### config.mk
export PLATFORM = sky130hd
export DESIGN_NAME = sram_bus_arbiter_flat
export DESIGN_NICKNAME = d
export VERILOG_FILES = /design/src/rtl/sram_bus_arbiter_if.sv /design/src/rtl/sram_bus_arbiter.sv /design/src/flat_wrapper.sv
export SDC_FILE = /design/constraint.sdc
export NUM_CORES = 1
export LEC_CHECK = 0
export ABC_AREA = 1
export BUFFER_PORTS_ARGS = -buffer_cell sky130_fd_sc_hd__buf_2
export CORE_ASPECT_RATIO = 1.1
export CORE_MARGIN = 10
export CORE_UTILIZATION = 29
export CTS_CLUSTER_DIAMETER = 60
export DETAILED_ROUTE_END_ITERATION = 7
export HOLD_SLACK_MARGIN = 0.12
export PLACE_DENSITY = 0.52
export SLEW_MARGIN = 15
export SYNTH_ARGS = -nofsm -noshare
export SYNTH_HDL_FRONTEND = slang
export SYNTH_SLANG_ARGS = --single-unit
### constraint.sdc
create_clock -name cpu_clk_50M -period 1.4 [get_ports cpu_clk_50M]
set_input_delay 0.07 -clock cpu_clk_50M [delete_from_list [all_inputs] [get_ports cpu_clk_50M]]
set_output_delay 0.07 -clock cpu_clk_50M [all_outputs]
set_load 0.01 [all_outputs]
### src/rtl/sram_bus_arbiter_if.sv
// Pipeline-side and bus-side signals of the SRAM port arbiter.
// The arbiter takes the slave modport; the surrounding pipeline, bridge or bench takes master.
interface sram_bus_arbiter_if #(
    parameter int ADDR_W = 32,
    parameter int DATA_W = 32
);
    logic              ice;
    logic [ADDR_W-1:0] iaddr;
    logic              if_data_ok;
    logic [DATA_W-1:0] inst;
    logic              flush;
    logic              dce;
    logic [3:0]        dwe;
    logic [ADDR_W-1:0] daddr;
    logic [DATA_W-1:0] din;
    logic              mem_data_ok;
    logic [DATA_W-1:0] dout;
    logic              bus_req;
    logic              bus_wr;
    logic [3:0]        bus_wstrb;
    logic [ADDR_W-1:0] bus_addr;
    logic [DATA_W-1:0] bus_wdata;
    logic              bus_addr_ok;
    logic              bus_data_ok;
    logic [DATA_W-1:0] bus_rdata;

    modport slave (
        input  ice, iaddr, flush, dce, dwe, daddr, din,
        input  bus_addr_ok, bus_data_ok, bus_rdata,
        output if_data_ok, inst, mem_data_ok, dout,
        output bus_req, bus_wr, bus_wstrb, bus_addr, bus_wdata
    );

    modport master (
        output ice, iaddr, flush, dce, dwe, daddr, din,
        output bus_addr_ok, bus_data_ok, bus_rdata,
        input  if_data_ok, inst, mem_data_ok, dout,
        input  bus_req, bus_wr, bus_wstrb, bus_addr, bus_wdata
    );
endinterface

### src/rtl/sram_bus_arbiter.sv
// Shares one SRAM-like bus port between instruction fetch and data access, data first,
// one transaction in flight; a flush cancels or silently discards the pending fetch.
module sram_bus_arbiter #(
    parameter int ADDR_W = 32,
    parameter int DATA_W = 32
) (
    input  logic               cpu_clk_50M,
    input  logic               cpu_rst_n,
    sram_bus_arbiter_if.slave  arb
);
    typedef enum logic [2:0] {
        IDLE  = 3'd0,
        IREQ  = 3'd1,
        IWAIT = 3'd2,
        DREQ  = 3'd3,
        DWAIT = 3'd4
    } state_t;

    state_t            state_q;
    logic              drop_q;
    logic              bus_req_q;
    logic              bus_wr_q;
    logic [3:0]        bus_wstrb_q;
    logic [ADDR_W-1:0] bus_addr_q;
    logic [DATA_W-1:0] bus_wdata_q;
    logic              if_ok_q;
    logic              mem_ok_q;
    logic [DATA_W-1:0] inst_q;
    logic [DATA_W-1:0] dout_q;

    // A requester is blind while its own ok pulse is out (its request line is still high).
    logic d_take, i_take;
    assign d_take = arb.dce & ~mem_ok_q;
    assign i_take = arb.ice & ~if_ok_q & ~arb.flush;

    always_ff @(posedge cpu_clk_50M) begin
        if (!cpu_rst_n) begin
            state_q     <= IDLE;
            drop_q      <= 1'b0;
            bus_req_q   <= 1'b0;
            bus_wr_q    <= 1'b0;
            bus_wstrb_q <= '0;
            bus_addr_q  <= '0;
            bus_wdata_q <= '0;
            if_ok_q     <= 1'b0;
            mem_ok_q    <= 1'b0;
            inst_q      <= '0;
            dout_q      <= '0;
        end else begin
            if_ok_q  <= 1'b0;
            mem_ok_q <= 1'b0;
            unique case (state_q)
                IDLE: begin
                    if (d_take) begin
                        state_q     <= DREQ;
                        bus_req_q   <= 1'b1;
                        bus_wr_q    <= |arb.dwe;
                        bus_wstrb_q <= arb.dwe;
                        bus_addr_q  <= arb.daddr;
                        bus_wdata_q <= arb.din;
                    end else if (i_take) begin
                        state_q     <= IREQ;
                        bus_req_q   <= 1'b1;
                        bus_wr_q    <= 1'b0;
                        bus_wstrb_q <= '0;
                        bus_addr_q  <= arb.iaddr;
                    end
                end
                IREQ: begin
                    if (arb.bus_addr_ok) begin
                        state_q   <= IWAIT;
                        bus_req_q <= 1'b0;
                        drop_q    <= arb.flush;
                    end else if (arb.flush) begin
                        state_q   <= IDLE;
                        bus_req_q <= 1'b0;
                    end
                end
                IWAIT: begin
                    // A flush landing in the same cycle as the response also kills it.
                    if (arb.bus_data_ok) begin
                        state_q <= IDLE;
                        drop_q  <= 1'b0;
                        if (!drop_q && !arb.flush) begin
                            if_ok_q <= 1'b1;
                            inst_q  <= arb.bus_rdata;
                        end
                    end else if (arb.flush) begin
                        drop_q <= 1'b1;
                    end
                end
                DREQ: begin
                    if (arb.bus_addr_ok) begin
                        state_q   <= DWAIT;
                        bus_req_q <= 1'b0;
                    end
                end
                DWAIT: begin
                    if (arb.bus_data_ok) begin
                        state_q  <= IDLE;
                        mem_ok_q <= 1'b1;
                        if (!bus_wr_q) begin
                            dout_q <= arb.bus_rdata;
                        end
                    end
                end
                default: state_q <= IDLE;
            endcase
        end
    end

    assign arb.bus_req     = bus_req_q;
    assign arb.bus_wr      = bus_wr_q;
    assign arb.bus_wstrb   = bus_wstrb_q;
    assign arb.bus_addr    = bus_addr_q;
    assign arb.bus_wdata   = bus_wdata_q;
    assign arb.if_data_ok  = if_ok_q;
    assign arb.mem_data_ok = mem_ok_q;
    assign arb.inst        = inst_q;
    assign arb.dout        = dout_q;
endmodule

### src/flat_wrapper.sv
// flat-port wrapper written by rule: the top's interface ports become plain ports
module sram_bus_arbiter_flat 
#(
    parameter int ADDR_W = 32,
    parameter int DATA_W = 32
)
  (cpu_clk_50M, cpu_rst_n, arb_ice, arb_iaddr, arb_flush, arb_dce, arb_dwe, arb_daddr, arb_din, arb_bus_addr_ok, arb_bus_data_ok, arb_bus_rdata, arb_if_data_ok, arb_inst, arb_mem_data_ok, arb_dout, arb_bus_req, arb_bus_wr, arb_bus_wstrb, arb_bus_addr, arb_bus_wdata);
  sram_bus_arbiter_if #(.ADDR_W(ADDR_W), .DATA_W(DATA_W)) arb_i ();
  input  logic cpu_clk_50M;
  input  logic cpu_rst_n;
  input wire logic [$bits(arb_i.ice)-1:0] arb_ice;
  input wire logic [$bits(arb_i.iaddr)-1:0] arb_iaddr;
  input wire logic [$bits(arb_i.flush)-1:0] arb_flush;
  input wire logic [$bits(arb_i.dce)-1:0] arb_dce;
  input wire logic [$bits(arb_i.dwe)-1:0] arb_dwe;
  input wire logic [$bits(arb_i.daddr)-1:0] arb_daddr;
  input wire logic [$bits(arb_i.din)-1:0] arb_din;
  input wire logic [$bits(arb_i.bus_addr_ok)-1:0] arb_bus_addr_ok;
  input wire logic [$bits(arb_i.bus_data_ok)-1:0] arb_bus_data_ok;
  input wire logic [$bits(arb_i.bus_rdata)-1:0] arb_bus_rdata;
  output wire logic [$bits(arb_i.if_data_ok)-1:0] arb_if_data_ok;
  output wire logic [$bits(arb_i.inst)-1:0] arb_inst;
  output wire logic [$bits(arb_i.mem_data_ok)-1:0] arb_mem_data_ok;
  output wire logic [$bits(arb_i.dout)-1:0] arb_dout;
  output wire logic [$bits(arb_i.bus_req)-1:0] arb_bus_req;
  output wire logic [$bits(arb_i.bus_wr)-1:0] arb_bus_wr;
  output wire logic [$bits(arb_i.bus_wstrb)-1:0] arb_bus_wstrb;
  output wire logic [$bits(arb_i.bus_addr)-1:0] arb_bus_addr;
  output wire logic [$bits(arb_i.bus_wdata)-1:0] arb_bus_wdata;
  assign arb_i.ice = arb_ice;
  assign arb_i.iaddr = arb_iaddr;
  assign arb_i.flush = arb_flush;
  assign arb_i.dce = arb_dce;
  assign arb_i.dwe = arb_dwe;
  assign arb_i.daddr = arb_daddr;
  assign arb_i.din = arb_din;
  assign arb_i.bus_addr_ok = arb_bus_addr_ok;
  assign arb_i.bus_data_ok = arb_bus_data_ok;
  assign arb_i.bus_rdata = arb_bus_rdata;
  assign arb_if_data_ok = arb_i.if_data_ok;
  assign arb_inst = arb_i.inst;
  assign arb_mem_data_ok = arb_i.mem_data_ok;
  assign arb_dout = arb_i.dout;
  assign arb_bus_req = arb_i.bus_req;
  assign arb_bus_wr = arb_i.bus_wr;
  assign arb_bus_wstrb = arb_i.bus_wstrb;
  assign arb_bus_addr = arb_i.bus_addr;
  assign arb_bus_wdata = arb_i.bus_wdata;
  sram_bus_arbiter #(.ADDR_W(ADDR_W), .DATA_W(DATA_W)) u_core (.cpu_clk_50M(cpu_clk_50M), .cpu_rst_n(cpu_rst_n), .arb(arb_i));
endmodule
Word-level counts from Yosys, hierarchy flattened --
Index checks and enable logic that the tools add are counted. W data, S select, Z words.
Word-level totals: register bits after elaboration 140, logic and storage cells 71
Operators by class: equal/unequal tests 10, reduce and logical (&&, ||, !) cells 18, multiplexer cells 25, bitwise operators 7
Operators with widths (count):
- $mux W32 | 2
- $mux W3 | 6
- $mux W1 | 12
- $pmux W3 S4 | 1
- $reduce_and A3 Y1 | 4
- $mux W4 | 2
- $reduce_and A4 Y1 | 2
- $eq A3 B2 Y1 const B | 2
- $ne A3 B3 Y1 const B | 2
- $reduce_and A2 Y1 | 3
- $ne A2 B2 Y1 const B | 2
- $not A1 Y1 | 4
- $reduce_bool A2 Y1 | 2
- $reduce_or A4 Y1 | 1
- $and A1 B1 Y1 | 3
- $eq A3 B1 Y1 const B | 1
- $eq A3 B3 Y1 const B | 1
- $logic_not A3 Y1 | 1
- $ne A3 B1 Y1 const B | 1
- $pmux W1 S3 | 1
- $reduce_bool A3 Y1 | 1
- $logic_not A1 Y1 | 2
- $ne A2 B1 Y1 const B | 1
- $pmux W1 S2 | 1
- other kinds (2) | 2

Depth between registers and ports, before layout --
Gate-level depths: netlist (run 1).
word-level depth 6, gate-level depth with buffers 8, depth with buffers taken out 8

Worst setup path after synthesis (run 1) --
OpenSTA, ideal clock, no wires.
path type register to register, from register u_core.state_q[1], to register u_core.inst_q[22] (netlist: u_core.arb.inst[22]), data arrival time 1.115 ns, path slack 0.166 ns, data required time 1.281 ns, library setup time 0.119 ns, cell stages (with the launch flop) 8, buffers on the path 2, clock period less this slack 1.234 ns, cell sequence dfxtp_1 nand2_1 nor2_2 nand3_1 buf_2 buf_2 o21ai_1 a21oi_1
On the way: longest elaborated chain between the ends 2
RTL lines:
- start: declaration | line sram_bus_arbiter.sv:19 | state_t state_q;
- start signal: assignment | line sram_bus_arbiter.sv:38 | state_q <= IDLE;
- start signal: assignment | line sram_bus_arbiter.sv:55 | state_q <= DREQ;
- start signal: assignment | line sram_bus_arbiter.sv:62 | state_q <= IREQ;
- $eq A3 B2 Y1 | line sram_bus_arbiter.sv:52 | unique case (state_q)
- $reduce_and A3 Y1 (no line)
- end signal: assignment | line sram_bus_arbiter.sv:86 | inst_q <= arb.bus_rdata;
- end: declaration | line sram_bus_arbiter.sv:28 | logic [DATA_W-1:0] inst_q;
No other way between the ends. A chain may end at the register's enable or synchronous reset.

Worst setup path in the final report (run 1) --
from input port arb_bus_data_ok, to register u_core.dout_q[27] (netlist: u_core.arb.dout[27])
On the way: longest elaborated chain between the ends 1
RTL lines:
- start: declaration | line flat_wrapper.sv:19 | input wire logic [$bits(arb_i.bus_data_ok)-1:0] arb_bus_data_ok;
- $reduce_and A3 Y1 (no line)
- end signal: assignment | line sram_bus_arbiter.sv:103 | dout_q <= arb.bus_rdata;
- end: declaration | line sram_bus_arbiter.sv:29 | logic [DATA_W-1:0] dout_q;
No other way between the ends.

==> impl_metrics.prom, run 1 <==
# TYPE chip_impl_metric gauge
chip_impl_info{name="status",value="completed"} 1
chip_impl_metric{name="clkSinkCount",unit=""} 140
chip_impl_metric{name="post-place-cells",unit=""} 1230
chip_impl_metric{name="drt-total-wl",unit="mm"} 22.00
chip_impl_info{name="rsz0062_at_grt",value="yes"} 1
chip_impl_metric{name="global_route.overflow_total",unit=""} 0
chip_impl_info{name="r2r_end",value="u_core.arb.inst[27]"} 1
chip_impl_metric{name="grt_pass1_vias",unit=""} 6369
chip_impl_metric{name="timing.final.hold_violations",unit=""} 0
chip_impl_info{name="worst-setup-path-type",value="input pin to flop"} 1
chip_impl_metric{name="layoutNonFillerInstCount",unit=""} 1403
chip_impl_metric{name="final_report_setup_violation_count",unit=""} 0
chip_impl_info{name="yosys-top-cells-area",value="sky130_fd_sc_hd__dfxtp_1 51%, sky130_fd_sc_hd__nor2_1 9.2%, sky130_fd_sc_hd__nand2_1 8.1%, sky130_fd_sc_hd__o21ai_0 7.0%, sky130_fd_sc_hd__nand3_1 6.8%"} 1
chip_impl_metric{name="clkSlewWorstSetupHoldPaths",unit="ps"} 60
chip_impl_metric{name="power.leakage",unit="nW"} 4.400
chip_impl_info{name="path_common_cell",value="sky130_fd_sc_hd__nor2_1"} 1
chip_impl_metric{name="floorplan.rows",unit=""} 52
chip_impl_metric{name="syn_avg_cell_area",unit="um2"} 7.323
chip_impl_metric{name="drt_pre_antenna_iters",unit=""} 6
chip_impl_metric{name="internal_power",unit="W"} 0.008817
chip_impl_info{name="kind_of_cell_adding_the_most_delay_to_the_critical_path",value="buffers and inverters"} 1
chip_impl_metric{name="area_used_by_multi_input_combinational_logic",unit="mm2"} 0.002282
chip_impl_metric{name="grt_pass1_wl",unit="mm"} 33.25
chip_impl_info{name="synth.cells.most_frequent",value="140 x sky130_fd_sc_hd__dfxtp_1, 134 x sky130_fd_sc_hd__nor2_1, 118 x sky130_fd_sc_hd__nand2_1, 76 x sky130_fd_sc_hd__o21ai_0, 74 x sky130_fd_sc_hd__nand3_1"} 1
chip_impl_info{name="synth.most_common_cell",value="sky130_fd_sc_hd__dfxtp_1"} 1
chip_impl_metric{name="max_slew_margin",unit=""} 0.8069
chip_impl_info{name="worstHoldPathType",value="input pin to flop"} 1
chip_impl_metric{name="detail_route.drc_violations",unit=""} 0
chip_impl_metric{name="critical_path_required",unit="ps"} 1710
chip_impl_metric{name="fin_worst_skew",unit="ps"} 8.019
chip_impl_metric{name="tightestPinTransition",unit="ps"} 287.0
chip_impl_metric{name="globalRouteTotalUtil",unit=""} 0.1672
chip_impl_metric{name="p_seq_frac",unit=""} 0.377
chip_impl_metric{name="ys_warnings",unit=""} 0
chip_impl_metric{name="final.fill_count",unit=""} 1840
chip_impl_metric{name="clock_tree.htree_level_count",unit=""} 4
chip_impl_metric{name="detail_route.wl_per_cell",unit="um"} 15.68
chip_impl_info{name="ctsRootBufferMaster",value="sky130_fd_sc_hd__clkbuf_16"} 1
chip_impl_metric{name="power",unit="W"} 0.01288
chip_impl_metric{name="place.port_buffers",unit=""} 274
chip_impl_metric{name="ff_latch_area",unit="mm2"} 0.002805
chip_impl_metric{name="power.switching",unit="W"} 0.004068
chip_impl_info{name="timing.rr.start",value="u_core.state_q[0]"} 1
chip_impl_info{name="timing.critical_path.slowest_stage_cell",value="sky130_fd_sc_hd__dlygate4sd3_1"} 1
chip_impl_metric{name="share_comb_of_total_power",unit=""} 0.278
chip_impl_metric{name="layout.core_utilization",unit=""} 0.4994
chip_impl_metric{name="hpwlAfterDp",unit="mm"} 14.21
chip_impl_metric{name="antenna_violating_nets_post_route",unit=""} 0
chip_impl_metric{name="worst-path-stages",unit=""} 10
chip_impl_metric{name="rr_worst_depth",unit=""} 7
chip_impl_info{name="worstPathCellList",value="dlygate4sd3_1, buf_2, inv_1, nor2_1, nand3_1, buf_4, inv_1, buf_12, nor2_1, nor2_1"} 1
chip_impl_metric{name="maxSlewViolCount",unit=""} 0
chip_impl_metric{name="die_h",unit="um"} 164.0
chip_impl_metric{name="powerDensity",unit="mW/mm2"} 1396
chip_impl_metric{name="final.period_utilization",unit=""} 0.9462
chip_impl_metric{name="proportion_of_power_drawn_by_the_clock_network",unit=""} 0.345
chip_impl_metric{name="max_freq",unit="MHz"} 754.9
chip_impl_metric{name="grt_start_max_net_pins",unit=""} 80
chip_impl_metric{name="synth_cell_types",unit=""} 23
chip_impl_info{name="crit_path_end_kind",value="flop"} 1
chip_impl_metric{name="critPathMaxStageDelay",unit="ps"} 540
chip_impl_metric{name="netlist_instances",unit=""} 747
chip_impl_metric{name="vdd_drop_max",unit="V"} 0.0008553
chip_impl_metric{name="areaGrowthSynthToFinish",unit="%"} 68.69
chip_impl_info{name="netlist.top_cell.by_area",value="sky130_fd_sc_hd__dfxtp_1"} 1
chip_impl_metric{name="nets_in_the_synthesized_netlist",unit=""} 886
chip_impl_metric{name="io_pins",unit=""} 275
chip_impl_metric{name="tritoncts.num_buffers",unit=""} 17
chip_impl_metric{name="die_x",unit="um"} 151.0
chip_impl_metric{name="yosys.area.top_type_share",unit=""} 0.5124
chip_impl_metric{name="share_of_cells_above_drive_strength_1",unit=""} 0.2979
chip_impl_metric{name="post-route-min-period",unit="ps"} 1325
chip_impl_metric{name="max_cap_violations",unit=""} 0
chip_impl_metric{name="place_congestion",unit=""} 0.8098
chip_impl_metric{name="timing.reg2reg.setup_slack",unit="ps"} 100
chip_impl_metric{name="crit_fanout",unit=""} 22
chip_impl_metric{name="worst-endpoint-arrival",unit="ps"} 1630
chip_impl_metric{name="fin_setup_tns",unit="ps"} 0
chip_impl_info{name="sort_of_element_at_the_start_of_the_critical_path",value="input pin"} 1
chip_impl_metric{name="die_area",unit="mm2"} 0.02476
chip_impl_info{name="setup.worst_path.end",value="u_core.arb.dout[27]"} 1
chip_impl_metric{name="nNetsFinal",unit=""} 1284
chip_impl_metric{name="coreArea",unit="mm2"} 0.01848
chip_impl_metric{name="synth-seq-area-share",unit=""} 0.5124
chip_impl_metric{name="p_sw_frac",unit=""} 0.3157
chip_impl_metric{name="detailroute.via_count",unit=""} 6439
chip_impl_metric{name="register_bit_total_from_synthesis",unit=""} 140
chip_impl_info{name="startpoint",value="arb_bus_data_ok"} 1
chip_impl_metric{name="synth-async-reset-ratio",unit=""} 0
chip_impl_metric{name="grt_antenna_before_repair",unit=""} 2
chip_impl_metric{name="vias_per_cell",unit=""} 4.589
chip_impl_metric{name="initialDrtViolationCount",unit=""} 380
chip_impl_metric{name="synth-edff-count",unit=""} 0
chip_impl_info{name="clock_tree_from_tritoncts",value="built"} 1
chip_impl_metric{name="synthesis.area",unit="mm2"} 0.005470
chip_impl_metric{name="cts-root-to-sink-buffers",unit=""} 2
chip_impl_metric{name="effective_utilization_at_floorplan",unit=""} 0.2960
chip_impl_metric{name="critical_path.n_buffers_inverters",unit=""} 6
chip_impl_metric{name="clk_latency",unit="ps"} 410
chip_impl_info{name="ys.flop_type",value="sky130_fd_sc_hd__dfxtp_1"} 1
==> how the worst min path moves through the flow <==
stage                     start                       end  slack (ps)  cells after the start
finish                cpu_rst_n         u_core.state_q[2]         140                      4
global route          cpu_rst_n  u_core.arb.bus_wdata[16]         160                      4
CTS                   cpu_rst_n         u_core.state_q[2]         140                      4
detailed placement  arb_din[24]  u_core.arb.bus_wdata[24]         300                      3
global placement     arb_din[3]   u_core.arb.bus_wdata[3]         290                      3
floorplan           arb_din[20]  u_core.arb.bus_wdata[20]         200                      2
==> flip-flops by register name (all words and copies together), names as in the netlist <==
name and flops:
u_core.drop_q 1, u_core.arb.mem_data_ok 1, u_core.arb.bus_req 1, u_core.arb.dout 32
u_core.arb.bus_wdata 32, u_core.arb.if_data_ok 1, u_core.arb.bus_addr 32, u_core.arb.bus_wstrb 4
u_core.state_q 3, u_core.arb.inst 32, u_core.arb.bus_wr 1
==> worst register-to-register path, delay by kind of cell (launching register included) <==
| family | cells | cell delay [ps] |
|---|---|---|
| buffers and inverters | 2 | 290 |
| and+or+nand+nor | 3 | 370 |
| DFF | 1 | 310 |
| AOI/OAI and AO/OA | 2 | 220 |
==> placed cells by master, fill, tap and decap left out, types with 3 or more instances in the layout <==
cell type                       synthesis  layout
sky130_fd_sc_hd__dfxtp_1              140     138
sky130_fd_sc_hd__buf_4                  3      11
sky130_fd_sc_hd__o21ai_1               22      27
sky130_fd_sc_hd__nor2_1               134     132
sky130_fd_sc_hd__o21ai_0               76      70
sky130_fd_sc_hd__a21oi_1               72      72
sky130_fd_sc_hd__nand3_1               74      73
sky130_fd_sc_hd__inv_2                  3       3
sky130_fd_sc_hd__inv_6                  0       3
sky130_fd_sc_hd__buf_2                 26     274
sky130_fd_sc_hd__nand2_2                4       4
sky130_fd_sc_hd__nand2_1              118     117
sky130_fd_sc_hd__inv_1                 40      40
sky130_fd_sc_hd__dlygate4sd3_1          0     135
sky130_fd_sc_hd__clkbuf_1              23       3
sky130_fd_sc_hd__clkbuf_16              0      20
sky130_fd_sc_hd__buf_12                 0       9
==> cells by family after synthesis <==
family                 share of synthesized area
and+or+nand+nor                           0.2523
buffers and inverters                    0.07753
AOI/OAI and AO/OA                         0.1578
DFF                                       0.5124
==> layout make-up <==
type,count,share of cell area
Sequential cell,140,0.3040
Inverter,44,0.01790
Clock inverter,11,0.01437
Tap cell,243,0.03295
Antenna cell,2,0.0005424
Multi-Input combinational cell,508,0.2473
Clock buffer,21,0.04881
Timing Repair Buffer,434,0.3341
==> power groups by stage <==
| stage | clock (W) | sequential, W | combinational [W] |
|---|---|---|---|
| 6_report | 0.00444 | 0.00486 | 0.00359 |
| 5_1_grt | 0.00475 | 0.00493 | 0.00398 |
| 4_1_cts | 0.00457 | 0.00484 | 0.00344 |
| 3_5_place_dp | 0 | 0.00492 | 0.00314 |
| 3_3_place_gp | 0 | 0.00492 | 0.00314 |
| 2_1_floorplan | 0 | 0.00518 | 0.00151 |
==> timing repair <==
| action | 4_1_cts | 5_1_grt |
|---|---|---|
| endpoints found under the hold margin | 137 | 0 |
| gates resized for setup | 0 | 18 |
| setup buffers | 0 | 1 |
| endpoints found under the setup margin | 0 | 111 |
| hold buffers | 135 | 0 |
==> per-layer routing <==
| metal | wire length (um) | part of all wire | track usage |
|---|---|---|---|
| met1 | 8531 | 0.39 | 0.1827 |
| met2 | 11050 | 0.50 | 0.2835 |
| met3 | 1615 | 0.073 | 0.05615 |
| met4 | 805 | 0.037 | 0.08319 |
| met5 | 0 | 0 | 0 |
==> through the flow <==
step / hold WS [ps] / setup WS, ps / cell area (um2)
finish: 143.9 / 75.27 / 9228
global route: 160.3 / -13.78 / 9228
CTS: 140.4 / 30.00 / 9096
global placement: 292.5 / 35.65 / 7162
floorplan: 204.9 / 166.1 / 5470
detailed placement: 295.7 / 36.67 / 7162
(Power assumes the default switching activity.)
==> inputs of run 2 (changes only) <==
- CTS_CLUSTER_SIZE: not set -> 20
- clock period: 1.4 -> 1.6 ns (I/O delays scaled with it)
==> run 2 against run 1 <==
Effect of this change: sequential share of layout area rose by 0.74 points; clock power fell by 16%; highest routed layer unchanged; sequential power fell by 13%; total power fell by 16%; critical path type is now flop to flop; final area fell by 2.5%; combinational power fell by 19%; non-clock buffer count fell by 8.
==> impl_metrics.prom, run 2 (synthesis gave the netlist of run 1 again) <==
# TYPE chip_impl_metric gauge
chip_impl_metric{name="place.port_buffers",unit=""} 274
chip_impl_metric{name="floorplan.rows",unit=""} 52
chip_impl_metric{name="post-place-ws",unit="ps"} 127.9
chip_impl_info{name="worst-setup-path-type",value="flop to flop"} 1
chip_impl_metric{name="crit_fanout",unit=""} 32
chip_impl_metric{name="effective_utilization_at_floorplan",unit=""} 0.2960
chip_impl_info{name="most_frequent_cells_in_the_layout",value="274 x sky130_fd_sc_hd__buf_2, 140 x sky130_fd_sc_hd__dfxtp_1, 136 x sky130_fd_sc_hd__dlygate4sd3_1"} 1
chip_impl_metric{name="detail_route.drc_violations",unit=""} 0
chip_impl_metric{name="die_h",unit="um"} 164.0
chip_impl_metric{name="hpwlAfterDp",unit="mm"} 14.42
chip_impl_metric{name="critical_path_required",unit="ps"} 1940
chip_impl_metric{name="clock_tree.htree_level_count",unit=""} 4
chip_impl_metric{name="detailroute.via_count",unit=""} 6333
chip_impl_metric{name="max_cap_violations",unit=""} 0
chip_impl_metric{name="share_of_cells_above_drive_strength_1",unit=""} 0.2889
chip_impl_info{name="status",value="completed"} 1
chip_impl_metric{name="clkSlewWorstSetupHoldPaths",unit="ps"} 60
chip_impl_metric{name="grt_pass1_wl",unit="mm"} 34.33
chip_impl_metric{name="global_route.overflow_total",unit=""} 0
chip_impl_metric{name="final.period_utilization",unit=""} 0.8717
chip_impl_info{name="layout.cells.most_common",value="sky130_fd_sc_hd__buf_2"} 1
chip_impl_info{name="crit_path_end_kind",value="flop"} 1
chip_impl_metric{name="post-route-min-period",unit="ps"} 1395
chip_impl_metric{name="fin_worst_skew",unit="ps"} 9.148
chip_impl_metric{name="die_area",unit="mm2"} 0.02476
chip_impl_info{name="sort_of_element_at_the_start_of_the_critical_path",value="flop"} 1
chip_impl_metric{name="nNetsFinal",unit=""} 1276
chip_impl_metric{name="tritoncts.num_buffers",unit=""} 17
chip_impl_info{name="clock_tree_from_tritoncts",value="built"} 1
chip_impl_info{name="ctsRootBufferMaster",value="sky130_fd_sc_hd__clkbuf_16"} 1
chip_impl_metric{name="die_x",unit="um"} 151.0
chip_impl_metric{name="drt-total-wl",unit="mm"} 21.85
chip_impl_metric{name="areaGrowthSynthToFinish",unit="%"} 64.55
chip_impl_metric{name="timing.final.hold_violations",unit=""} 0
chip_impl_metric{name="initialDrtViolationCount",unit=""} 287
chip_impl_metric{name="globalRouteTotalUtil",unit=""} 0.1724
chip_impl_metric{name="cts-root-to-sink-buffers",unit=""} 2
chip_impl_metric{name="grt_start_max_net_pins",unit=""} 72
chip_impl_metric{name="final.setup.worst_slack",unit="ps"} 205.3
chip_impl_metric{name="drt_pre_antenna_iters",unit=""} 7
chip_impl_info{name="worstHoldPathType",value="input pin to flop"} 1
chip_impl_metric{name="max_slew_margin",unit=""} 0.7057
chip_impl_metric{name="vdd_drop_max",unit="V"} 0.0007551
chip_impl_metric{name="vias_per_cell",unit=""} 4.530
chip_impl_metric{name="tightestPinTransition",unit="ps"} 441.5
chip_impl_metric{name="grt_pass1_vias",unit=""} 6474
chip_impl_info{name="rsz0062_at_grt",value="no"} 1
chip_impl_metric{name="clk_latency",unit="ps"} 410
chip_impl_metric{name="fin_setup_tns",unit="ps"} 0
chip_impl_metric{name="maxSlewViolCount",unit=""} 0
chip_impl_metric{name="power.leakage",unit="nW"} 4.293
chip_impl_metric{name="coreArea",unit="mm2"} 0.01848
chip_impl_metric{name="clkSinkCount",unit=""} 140
chip_impl_metric{name="antenna_violating_nets_post_route",unit=""} 0
chip_impl_metric{name="max_freq",unit="MHz"} 717.0
chip_impl_metric{name="final_report_setup_violation_count",unit=""} 0
chip_impl_metric{name="detail_route.wl_per_cell",unit="um"} 15.63
chip_impl_metric{name="grt_antenna_before_repair",unit=""} 5
chip_impl_metric{name="powerDensity",unit="mW/mm2"} 1208
chip_impl_metric{name="worst-endpoint-arrival",unit="ps"} 1730
chip_impl_metric{name="io_pins",unit=""} 275
chip_impl_metric{name="place_congestion",unit=""} 0.8062
-- run 2: cell count changes in the layout (fill, tap and decap cells not counted), moves of 3 or more --
cell,delta
sky130_fd_sc_hd__o21ai_0,+6
sky130_fd_sc_hd__buf_12,-5
sky130_fd_sc_hd__o21ai_1,-5
sky130_fd_sc_hd__diode_2,+4
sky130_fd_sc_hd__clkbuf_1,-3
sky130_fd_sc_hd__clkbuf_16,-3
-- run 2: report_power, final --
part           leakage (nW)  switching, W  internal (W)  total (W)
sequential             1.14      0.000255       0.00399    0.00425
clock                 0.274       0.00155       0.00218    0.00373
combinational          2.88       0.00170       0.00119    0.00289
-- run 2: timing repair --
item / 4_1_cts / 5_1_grt
resized for setup: 0 / 1
setup buffers: 0 / 0
endpoints found under the hold margin: 138 / 0
setup endpoints to repair: 0 / 1
hold buffers: 136 / 0
-- run 2: final cells by class --
| type | instances | area (um2) |
|---|---|---|
| Multi-Input combinational cell | 508 | 2248 |
| Inverter | 44 | 165.2 |
| Tap cell | 243 | 304.0 |
| Fill cell | 1809 | 9477 |
| Clock inverter | 13 | 120.1 |
| Sequential cell | 140 | 2803 |
| Clock buffer | 18 | 439.2 |
| Timing Repair Buffer | 426 | 2907 |
| Antenna cell | 6 | 15.01 |
-- run 2: final timing paths --
path	startpoint	to	slack (ps)	cells after the start
min reg2reg	u_core.arb.inst[23]	u_core.arb.inst[23]	440	2
min	arb_dce	u_core.state_q[2]	220	6
max	u_core.state_q[1]	u_core.arb.bus_addr[23]	210	6
max reg2reg	u_core.state_q[1]	u_core.arb.bus_addr[23]	210	6
-- run 2: metal layers --
metal,GRT usage,vias to the layer above,share of wire
met5,0,-,0
met4,0.09457,0,0.038
met3,0.05092,52,0.069
met2,0.2915,233,0.50
met1,0.1898,2836,0.40
li1,-,3212,-
-- run 2: through the flow --
stage	area [um2]	hold WS, ps	total power [W]	cells	util
after floorplan	5470	214.9	0.005852	747	-
after global placement	7062	299.0	0.006939	1225	0.3822
after detailed placement	7062	308.7	0.006952	1225	0.3822
after CTS	8982	202.0	0.01101	1392	0.4861
after global routing	8999	277.8	0.01152	1397	0.4870
final	9001	223.8	0.01087	1398	0.4871
-- run 2: critical path: stages (launching register included) --
cell and delay, ps:
sky130_fd_sc_hd__dfxtp_1 340, sky130_fd_sc_hd__nor2_1 160, sky130_fd_sc_hd__nand2_2 100, sky130_fd_sc_hd__inv_2 80, sky130_fd_sc_hd__buf_4 330, sky130_fd_sc_hd__nand3_1 130
sky130_fd_sc_hd__a21oi_1 180
